`config.mk`:
```
export PLATFORM = sky130hd
export DESIGN_NAME = clb_cfg_loader
export DESIGN_NICKNAME = d
export VERILOG_FILES = /design/src/rtl/clb_cfg_loader.sv
export SDC_FILE = /design/constraint.sdc
export NUM_CORES = 1
export LEC_CHECK = 0
export ABC_AREA = 1
export CAP_MARGIN = 20
export CORE_UTILIZATION = 57
export CTS_CLUSTER_SIZE = 14
export DETAILED_ROUTE_END_ITERATION = 7
export PLACE_DENSITY = 0.85
export SETUP_SLACK_MARGIN = 0.4
export SYNTH_ARGS = -nofsm -noshare
export SYNTH_HDL_FRONTEND = slang
export SYNTH_SLANG_ARGS = --single-unit
export TNS_END_PERCENT = 50
```
`constraint.sdc`:
```
create_clock -name K -period 1.8 [get_ports K]
set_input_delay 0.54 -clock K [delete_from_list [all_inputs] [get_ports K]]
set_output_delay 0.54 -clock K [all_outputs]
set_load 0.005 [all_outputs]
```
`src/rtl/clb_cfg_loader.sv`:
```
// -----------------------------------------------------------------------------
// clb_cfg_loader
//
// Serial configuration loader for the CLB. Hunts a PRE_W-bit preamble in the
// serial stream, shifts in one CFG_W-bit frame LSB first, checks even parity
// over data plus parity bit, and on success commits the frame to CFG. On a
// parity failure CFG keeps the last good word and ERR is raised.
//
// Optional feature macro: CLB_CFG_READBACK_EN
//   defined   : RB_REQ snapshots CFG and streams it out on RB_DOUT, LSB first,
//               qualified by RB_VALID for CFG_W cycles.
//   undefined : RB_REQ ignored, RB_DOUT = RB_VALID = 0.
//
// Ports:
//   K          clock, rising edge
//   RSTN       asynchronous active-low reset
//   DIN        serial data, sampled only when DVALID = 1
//   DVALID     data qualifier; 0 stalls the loader completely
//   ABORT      synchronous frame abort (wins over DVALID, bit discarded)
//   CFG        last committed configuration word
//   CFG_VALID  one-cycle pulse on each commit
//   BUSY       high while a frame is being received (LOAD/PAR)
//   DONE       sticky: at least one good frame since reset
//   ERR        last completed frame failed parity
//   RB_REQ     readback request
//   RB_DOUT    readback serial data
//   RB_VALID   readback data qualifier
// -----------------------------------------------------------------------------
module clb_cfg_loader #(
    parameter int               CFG_W    = 37,
    parameter int               PRE_W    = 4,
    parameter logic [PRE_W-1:0] PREAMBLE = 4'b0010,
    parameter logic [CFG_W-1:0] CFG_RST  = 37'h3802A0116
) (
    input  logic             K,
    input  logic             RSTN,
    input  logic             DIN,
    input  logic             DVALID,
    input  logic             ABORT,
    output logic [CFG_W-1:0] CFG,
    output logic             CFG_VALID,
    output logic             BUSY,
    output logic             DONE,
    output logic             ERR,
    input  logic             RB_REQ,
    output logic             RB_DOUT,
    output logic             RB_VALID
);

    localparam int CNT_W = $clog2(CFG_W + 1);
    localparam logic [CNT_W-1:0] LAST_BIT = CNT_W'(CFG_W - 1);

    typedef enum logic [1:0] {IDLE, LOAD, PAR} state_t;

    state_t           state_reg, state_next;
    // Only the newest PRE_W-1 bits are stored: the oldest bit of the window
    // would be shifted out before it could ever be compared again.
    logic [PRE_W-2:0] hist_reg, hist_next;
    logic [PRE_W-1:0] win_shift;
    logic [CNT_W-1:0] cnt_reg, cnt_next;
    logic [CFG_W-1:0] sr_reg, sr_next;
    logic [CFG_W-1:0] cfg_reg, cfg_next;
    logic             cfg_valid_reg, cfg_valid_next;
    logic             busy_reg, busy_next;
    logic             done_reg, done_next;
    logic             err_reg, err_next;

    always_ff @(posedge K or negedge RSTN) begin
        if (!RSTN) begin
            state_reg     <= IDLE;
            hist_reg      <= '0;
            cnt_reg       <= '0;
            sr_reg        <= '0;
            cfg_reg       <= CFG_RST;
            cfg_valid_reg <= 1'b0;
            busy_reg      <= 1'b0;
            done_reg      <= 1'b0;
            err_reg       <= 1'b0;
        end else begin
            state_reg     <= state_next;
            hist_reg      <= hist_next;
            cnt_reg       <= cnt_next;
            sr_reg        <= sr_next;
            cfg_reg       <= cfg_next;
            cfg_valid_reg <= cfg_valid_next;
            busy_reg      <= busy_next;
            done_reg      <= done_next;
            err_reg       <= err_next;
        end
    end

    always_comb begin
        state_next     = state_reg;
        hist_next      = hist_reg;
        cnt_next       = cnt_reg;
        sr_next        = sr_reg;
        cfg_next       = cfg_reg;
        cfg_valid_next = 1'b0;
        done_next      = done_reg;
        err_next       = err_reg;
        win_shift      = {hist_reg, DIN};

        if (ABORT) begin
            state_next = IDLE;
            hist_next  = '0;
            cnt_next   = '0;
        end else if (DVALID) begin
            case (state_reg)
                IDLE: begin
                    if (win_shift == PREAMBLE) begin
                        state_next = LOAD;
                        cnt_next   = '0;
                        hist_next  = '0;
                    end else begin
                        hist_next  = win_shift[PRE_W-2:0];
                    end
                end
                LOAD: begin
                    sr_next[cnt_reg] = DIN;
                    if (cnt_reg == LAST_BIT) begin
                        state_next = PAR;
                        cnt_next   = '0;
                    end else begin
                        cnt_next   = cnt_reg + 1'b1;
                    end
                end
                PAR: begin
                    // Even parity: data bits and parity bit XOR to zero.
                    if (^{sr_reg, DIN} == 1'b0) begin
                        cfg_next       = sr_reg;
                        cfg_valid_next = 1'b1;
                        done_next      = 1'b1;
                        err_next       = 1'b0;
                    end else begin
                        err_next       = 1'b1;
                    end
                    state_next = IDLE;
                end
                default: begin
                    state_next = IDLE;
                    hist_next  = '0;
                    cnt_next   = '0;
                end
            endcase
        end

        busy_next = (state_next != IDLE);
    end

    assign CFG       = cfg_reg;
    assign CFG_VALID = cfg_valid_reg;
    assign BUSY      = busy_reg;
    assign DONE      = done_reg;
    assign ERR       = err_reg;

`ifdef CLB_CFG_READBACK_EN
    logic [CFG_W-1:0] rb_snap_reg;
    logic [CNT_W-1:0] rb_idx_reg;
    logic             rb_dout_reg;
    logic             rb_valid_reg;

    // The request edge already presents bit 0 (taken straight from CFG), so
    // rb_idx_reg points at the next bit to present from the snapshot.
    always_ff @(posedge K or negedge RSTN) begin
        if (!RSTN) begin
            rb_snap_reg  <= '0;
            rb_idx_reg   <= '0;
            rb_dout_reg  <= 1'b0;
            rb_valid_reg <= 1'b0;
        end else if (!rb_valid_reg) begin
            if (RB_REQ) begin
                rb_snap_reg  <= cfg_reg;
                rb_dout_reg  <= cfg_reg[0];
                rb_valid_reg <= 1'b1;
                rb_idx_reg   <= CNT_W'(1);
            end
        end else if (rb_idx_reg == CNT_W'(CFG_W)) begin
            rb_valid_reg <= 1'b0;
            rb_dout_reg  <= 1'b0;
            rb_idx_reg   <= '0;
        end else begin
            rb_dout_reg <= rb_snap_reg[rb_idx_reg];
            rb_idx_reg  <= rb_idx_reg + 1'b1;
        end
    end

    assign RB_DOUT  = rb_dout_reg;
    assign RB_VALID = rb_valid_reg;
`else
    logic rb_req_unused;
    assign rb_req_unused = RB_REQ;
    assign RB_DOUT       = 1'b0;
    assign RB_VALID      = 1'b0;
`endif

endmodule

```
==> summary.md <==
• fill cell count: 185
• number of vias after detailed routing: 6337
• root cell of the clock tree: sky130_fd_sc_hd__clkbuf_8
• Leak Pwr: 3.61 nW
• worst hold-check path type: input port to async pin
• wire length on met1: 7740 um
• Post-Synthesis Cell Area: 0.00470 mm^2
• status: finished, violations left
• routed wire length: 26100 um
• wire length of the first global-routing pass: 25400 um
• register area share after synthesis: 47.6%
• Tcrit/Tclk final: 155%
• Routed met2 length: 11000 um
• Worst path depth: 17
• number of nets with antenna violations after routing: 0
• die boundary width: 92.8 um
• overflow left after global routing: 0
• average cell area after synthesis: 7.62 um^2
• crit-path leading delay family: simple AND/OR/NAND/NOR gates
• net count reported at finish: 773
• Overall Power: 4.77 mW
• effective utilization at floorplan: 59.9%
• violations in the final reports: design-rule violations, negative hold slack, negative setup slack
• maximum fanout along the worst path: 6
• Worst Path Buf+Inv: 4
• maximum cell stage delay along the critical path: 0.45 ns
• power per cell area: 634 mW/mm^2
• htree depth: 3
• Max-slew headroom: 62.8%
• drt wl/cell: 30.1 um
• number of violations of the max-capacitance limit: 0
• Port Buffer Count: 45
• post-synthesis cell count: 617
• Worst Reg2Reg Path Length in Cells: 17
• pin slew with the least headroom to its limit: 0.557 ns
• number of top-level pins: 49
• post-layout minimum cycle time: 2.80 ns
• Crit-path slowest cell: sky130_fd_sc_hd__dfrtp_1
• total of warnings raised by yosys: 0
• Fin Hold WS: -0.00175 ns
• Final GP Congestion: 0.896
• f_max: 357 MHz
• iteration count of the initial detailed-routing pass: 8
• worst endpoint required time: 2.13 ns
• arrival time of data at the critical path endpoint: 3.13 ns
• standard-cell rows: 32
• total die area: 0.00862 mm^2
• final hold vios: 3
• Area Growth Syn to Fin: 60.1%
• most used cell along the critical path: sky130_fd_sc_hd__nand2_1
• TritonCTS clock tree: built
• Met3 Routed Length: 3950 um
• DRC violations left: 38
• post-synthesis cell type count: 31
• fraction of layout instances using a drive strength above 1: 58.3%
• Max Slew Vio Count: 0
• via count of the first global-routing pass: 4982
• RSZ-0062 raised after global routing: yes
• cells traversed along the worst timing path: inv_2 > nand2_1 > nand2_1 > nand2_1 > nand2_1 > inv_1 > nand2_1 > nand2_1 > nand2_1 > nand3_2 > nand2_2 > nand2_2 > nand2_4 > buf_12 > buf_16 > nand3_1 > nand2_1
• Critical Path Source Type: register
• Total GRT Usage: 38.8%
• setup slack of the critical path after layout: -0.998 ns
• worst voltage drop across the vdd grid: 0.639 mV
• Crit. End Element: register
• total core area: 0.00785 mm^2
• clock latency of the later-clocked register in the worst-skew pair: 0.40 ns
• total negative slack for setup checks: -36.15 ns
• final setup violating endpoints: 64
• clock-pin slew on the worst setup and hold paths: 0.10 ns
• average vias per placed instance: 7.29
• half-perimeter wire length of the detailed placement result: 8090 um
• Fin Clk Skew: 0.0179 ns
• register bit count reported by yosys: 89
• vertical extent of the die: 92.8 um
• initial antenna violation count: 1
• DRC violation total after the first TritonRoute iteration: 1577
• highest metal layer used by the detailed router: met5
• kind of critical path: register to register
• final antenna diode count: 0
• total clock buffers created by CTS: 9
• CTS Sinks: 89
• largest net degree at the start of global routing: 45
• Bufs on Longest Clock Path: 2
-- worst register-to-register path, cell delays in order (launching register included) --
cell	delay [ns]
sky130_fd_sc_hd__dfrtp_1	0.45
sky130_fd_sc_hd__inv_2	0.10
sky130_fd_sc_hd__nand2_1	0.09
sky130_fd_sc_hd__nand2_1	0.16
sky130_fd_sc_hd__nand2_1	0.09
sky130_fd_sc_hd__nand2_1	0.15
sky130_fd_sc_hd__inv_1	0.09
sky130_fd_sc_hd__nand2_1	0.11
sky130_fd_sc_hd__nand2_1	0.11
sky130_fd_sc_hd__nand2_1	0.14
sky130_fd_sc_hd__nand3_2	0.26
sky130_fd_sc_hd__nand2_2	0.18
sky130_fd_sc_hd__nand2_2	0.07
sky130_fd_sc_hd__nand2_4	0.13
sky130_fd_sc_hd__buf_12	0.16
sky130_fd_sc_hd__buf_16	0.14
sky130_fd_sc_hd__nand3_1	0.17
sky130_fd_sc_hd__nand2_1	0.15
-- cell usage in the layout (no fill, tap or decap), types with 3 or more instances in the layout --
| cell type | synthesis | routed |
|---|---|---|
| sky130_fd_sc_hd__a21oi_1 | 41 | 4 |
| sky130_fd_sc_hd__a21oi_2 | 1 | 29 |
| sky130_fd_sc_hd__a21oi_4 | 0 | 9 |
| sky130_fd_sc_hd__a31oi_1 | 28 | 24 |
| sky130_fd_sc_hd__a31oi_2 | 0 | 3 |
| sky130_fd_sc_hd__buf_12 | 0 | 8 |
| sky130_fd_sc_hd__buf_2 | 4 | 33 |
| sky130_fd_sc_hd__buf_4 | 2 | 71 |
| sky130_fd_sc_hd__buf_6 | 4 | 28 |
| sky130_fd_sc_hd__clkbuf_16 | 0 | 5 |
| sky130_fd_sc_hd__clkbuf_8 | 0 | 10 |
| sky130_fd_sc_hd__dfrtp_1 | 79 | 54 |
| sky130_fd_sc_hd__dfrtp_2 | 0 | 25 |
| sky130_fd_sc_hd__dfstp_2 | 10 | 10 |
| sky130_fd_sc_hd__dlygate4sd2_1 | 0 | 5 |
| sky130_fd_sc_hd__ha_1 | 5 | 3 |
| sky130_fd_sc_hd__inv_1 | 59 | 36 |
| sky130_fd_sc_hd__inv_2 | 6 | 21 |
| sky130_fd_sc_hd__inv_4 | 0 | 3 |
| sky130_fd_sc_hd__nand2_1 | 228 | 160 |
| sky130_fd_sc_hd__nand2_2 | 10 | 60 |
| sky130_fd_sc_hd__nand2_4 | 0 | 13 |
| sky130_fd_sc_hd__nand2_8 | 0 | 5 |
| sky130_fd_sc_hd__nand3_1 | 47 | 14 |
| sky130_fd_sc_hd__nand3_2 | 1 | 33 |
| sky130_fd_sc_hd__nor2_1 | 36 | 7 |
| sky130_fd_sc_hd__nor2_2 | 2 | 14 |
| sky130_fd_sc_hd__nor2_4 | 0 | 17 |
| sky130_fd_sc_hd__nor3_2 | 1 | 6 |
| sky130_fd_sc_hd__nor4_4 | 3 | 3 |
| sky130_fd_sc_hd__o21ai_1 | 0 | 3 |
| sky130_fd_sc_hd__o21ai_2 | 0 | 5 |
| sky130_fd_sc_hd__xnor2_2 | 0 | 6 |
| sky130_fd_sc_hd__xor2_2 | 0 | 3 |
-- synth_stat cells --
cell	instances	area share, %
sky130_fd_sc_hd__dfstp_2	10	5.6
sky130_fd_sc_hd__ha_1	5	1.3
sky130_fd_sc_hd__nor3b_1	1	0.16
sky130_fd_sc_hd__nor4_4	3	1.4
sky130_fd_sc_hd__nand4_1	2	0.27
sky130_fd_sc_hd__clkbuf_1	11	0.88
sky130_fd_sc_hd__a21oi_2	1	0.19
sky130_fd_sc_hd__conb_1	1	0.080
sky130_fd_sc_hd__xor2_1	4	0.74
sky130_fd_sc_hd__nand2_2	10	1.3
sky130_fd_sc_hd__nor3_1	6	0.64
sky130_fd_sc_hd__a21oi_1	41	4.4
sky130_fd_sc_hd__buf_4	2	0.32
sky130_fd_sc_hd__buf_8	1	0.32
sky130_fd_sc_hd__buf_1	1	0.080
sky130_fd_sc_hd__buf_6	4	0.96
sky130_fd_sc_hd__nor3_2	1	0.21
sky130_fd_sc_hd__dfrtp_1	79	42
sky130_fd_sc_hd__buf_2	4	0.43
sky130_fd_sc_hd__or2_2	1	0.13
sky130_fd_sc_hd__o21ai_0	10	1.1
sky130_fd_sc_hd__nor2_2	2	0.27
sky130_fd_sc_hd__o22ai_1	3	0.40
sky130_fd_sc_hd__nand3_2	1	0.21
sky130_fd_sc_hd__nand3_1	47	5.0
sky130_fd_sc_hd__nand2_1	228	18
sky130_fd_sc_hd__inv_1	59	4.7
sky130_fd_sc_hd__a31oi_1	28	3.7
sky130_fd_sc_hd__xnor2_1	9	1.7
sky130_fd_sc_hd__inv_2	6	0.48
sky130_fd_sc_hd__nor2_1	36	2.9
-- final timing paths --
kind / startpoint / to / slack (ns)
max in group asynchronous: RSTN / CFG[1] / 1.20
setup reg to reg: sr_reg[29] / CFG[0] / -1.0
hold / removal: RSTN / CFG[23] / -0.002
min in group K: CFG[17] / CFG[17] / 0.49
hold reg to reg: CFG[17] / CFG[17] / 0.49
setup / recovery: sr_reg[29] / CFG[0] / -1.0
-- through the flow --
step	util [%]	instances	instance area [um^2]	worst slack, ns
2_1_floorplan	-	618	4730	0.0954
3_3_place_gp	70.9	788	5560	-0.541
3_5_place_dp	70.9	788	5560	-0.640
4_1_cts	80.0	821	6280	-0.0789
5_1_grt	96.0	869	7530	-1.33
6_report	96.0	869	7530	-0.998
-- metal layers --
metal,global-route usage (%),vias to the layer above
met4,24.1,2
met3,9.20,396
met2,62.5,858
met5,0,-
met1,46.8,2822
li1,-,2259
-- logic make-up (layout without fill, tap and decap cells) --
group	Yosys count	after routing	synth area share (%)
other	1	2	0.0797
XOR/XNOR	13	13	2.42
AO/OA/AOI/OAI	83	83	9.74
flip-flops	89	89	47.6
AND/OR/NAND/NOR	338	338	30.6
adder cells (fa/ha/maj)	5	5	1.33
buffers and inverters	88	237	8.17
-- report_power, final --
part           total, mW  leakage (nW)  switching [mW]  internal, mW
Sequential          2.06          1.16          0.0431          2.02
Clock               1.72         0.113           0.892         0.827
Combinational      0.991          2.34           0.573         0.418
Total               4.77          3.61            1.51          3.27
-- layout make-up --
| type | count | area (um^2) | share of cell area [%] |
|---|---|---|---|
| Clock buffer | 10 | 138 | 1.83 |
| Timing Repair Buffer | 156 | 1450 | 19.2 |
| Tap cell | 102 | 128 | 1.69 |
| Clock inverter | 6 | 90.1 | 1.20 |
| Multi-Input combinational cell | 441 | 3160 | 42.0 |
| Inverter | 65 | 294 | 3.90 |
| Sequential cell | 89 | 2270 | 30.1 |
-- repair_timing --
| action | 4_1_cts | 5_1_grt |
|---|---|---|
| pin swaps | 34 | 91 |
| resized for setup | 304 | 216 |
| buffers inserted | 15 | 42 |
| hold buffers | 0 | 0 |
| gates cloned | 2 | 6 |
| endpoints found under the setup margin | 129 | 130 |
Note: power is estimated with default switching activity, not from simulation.
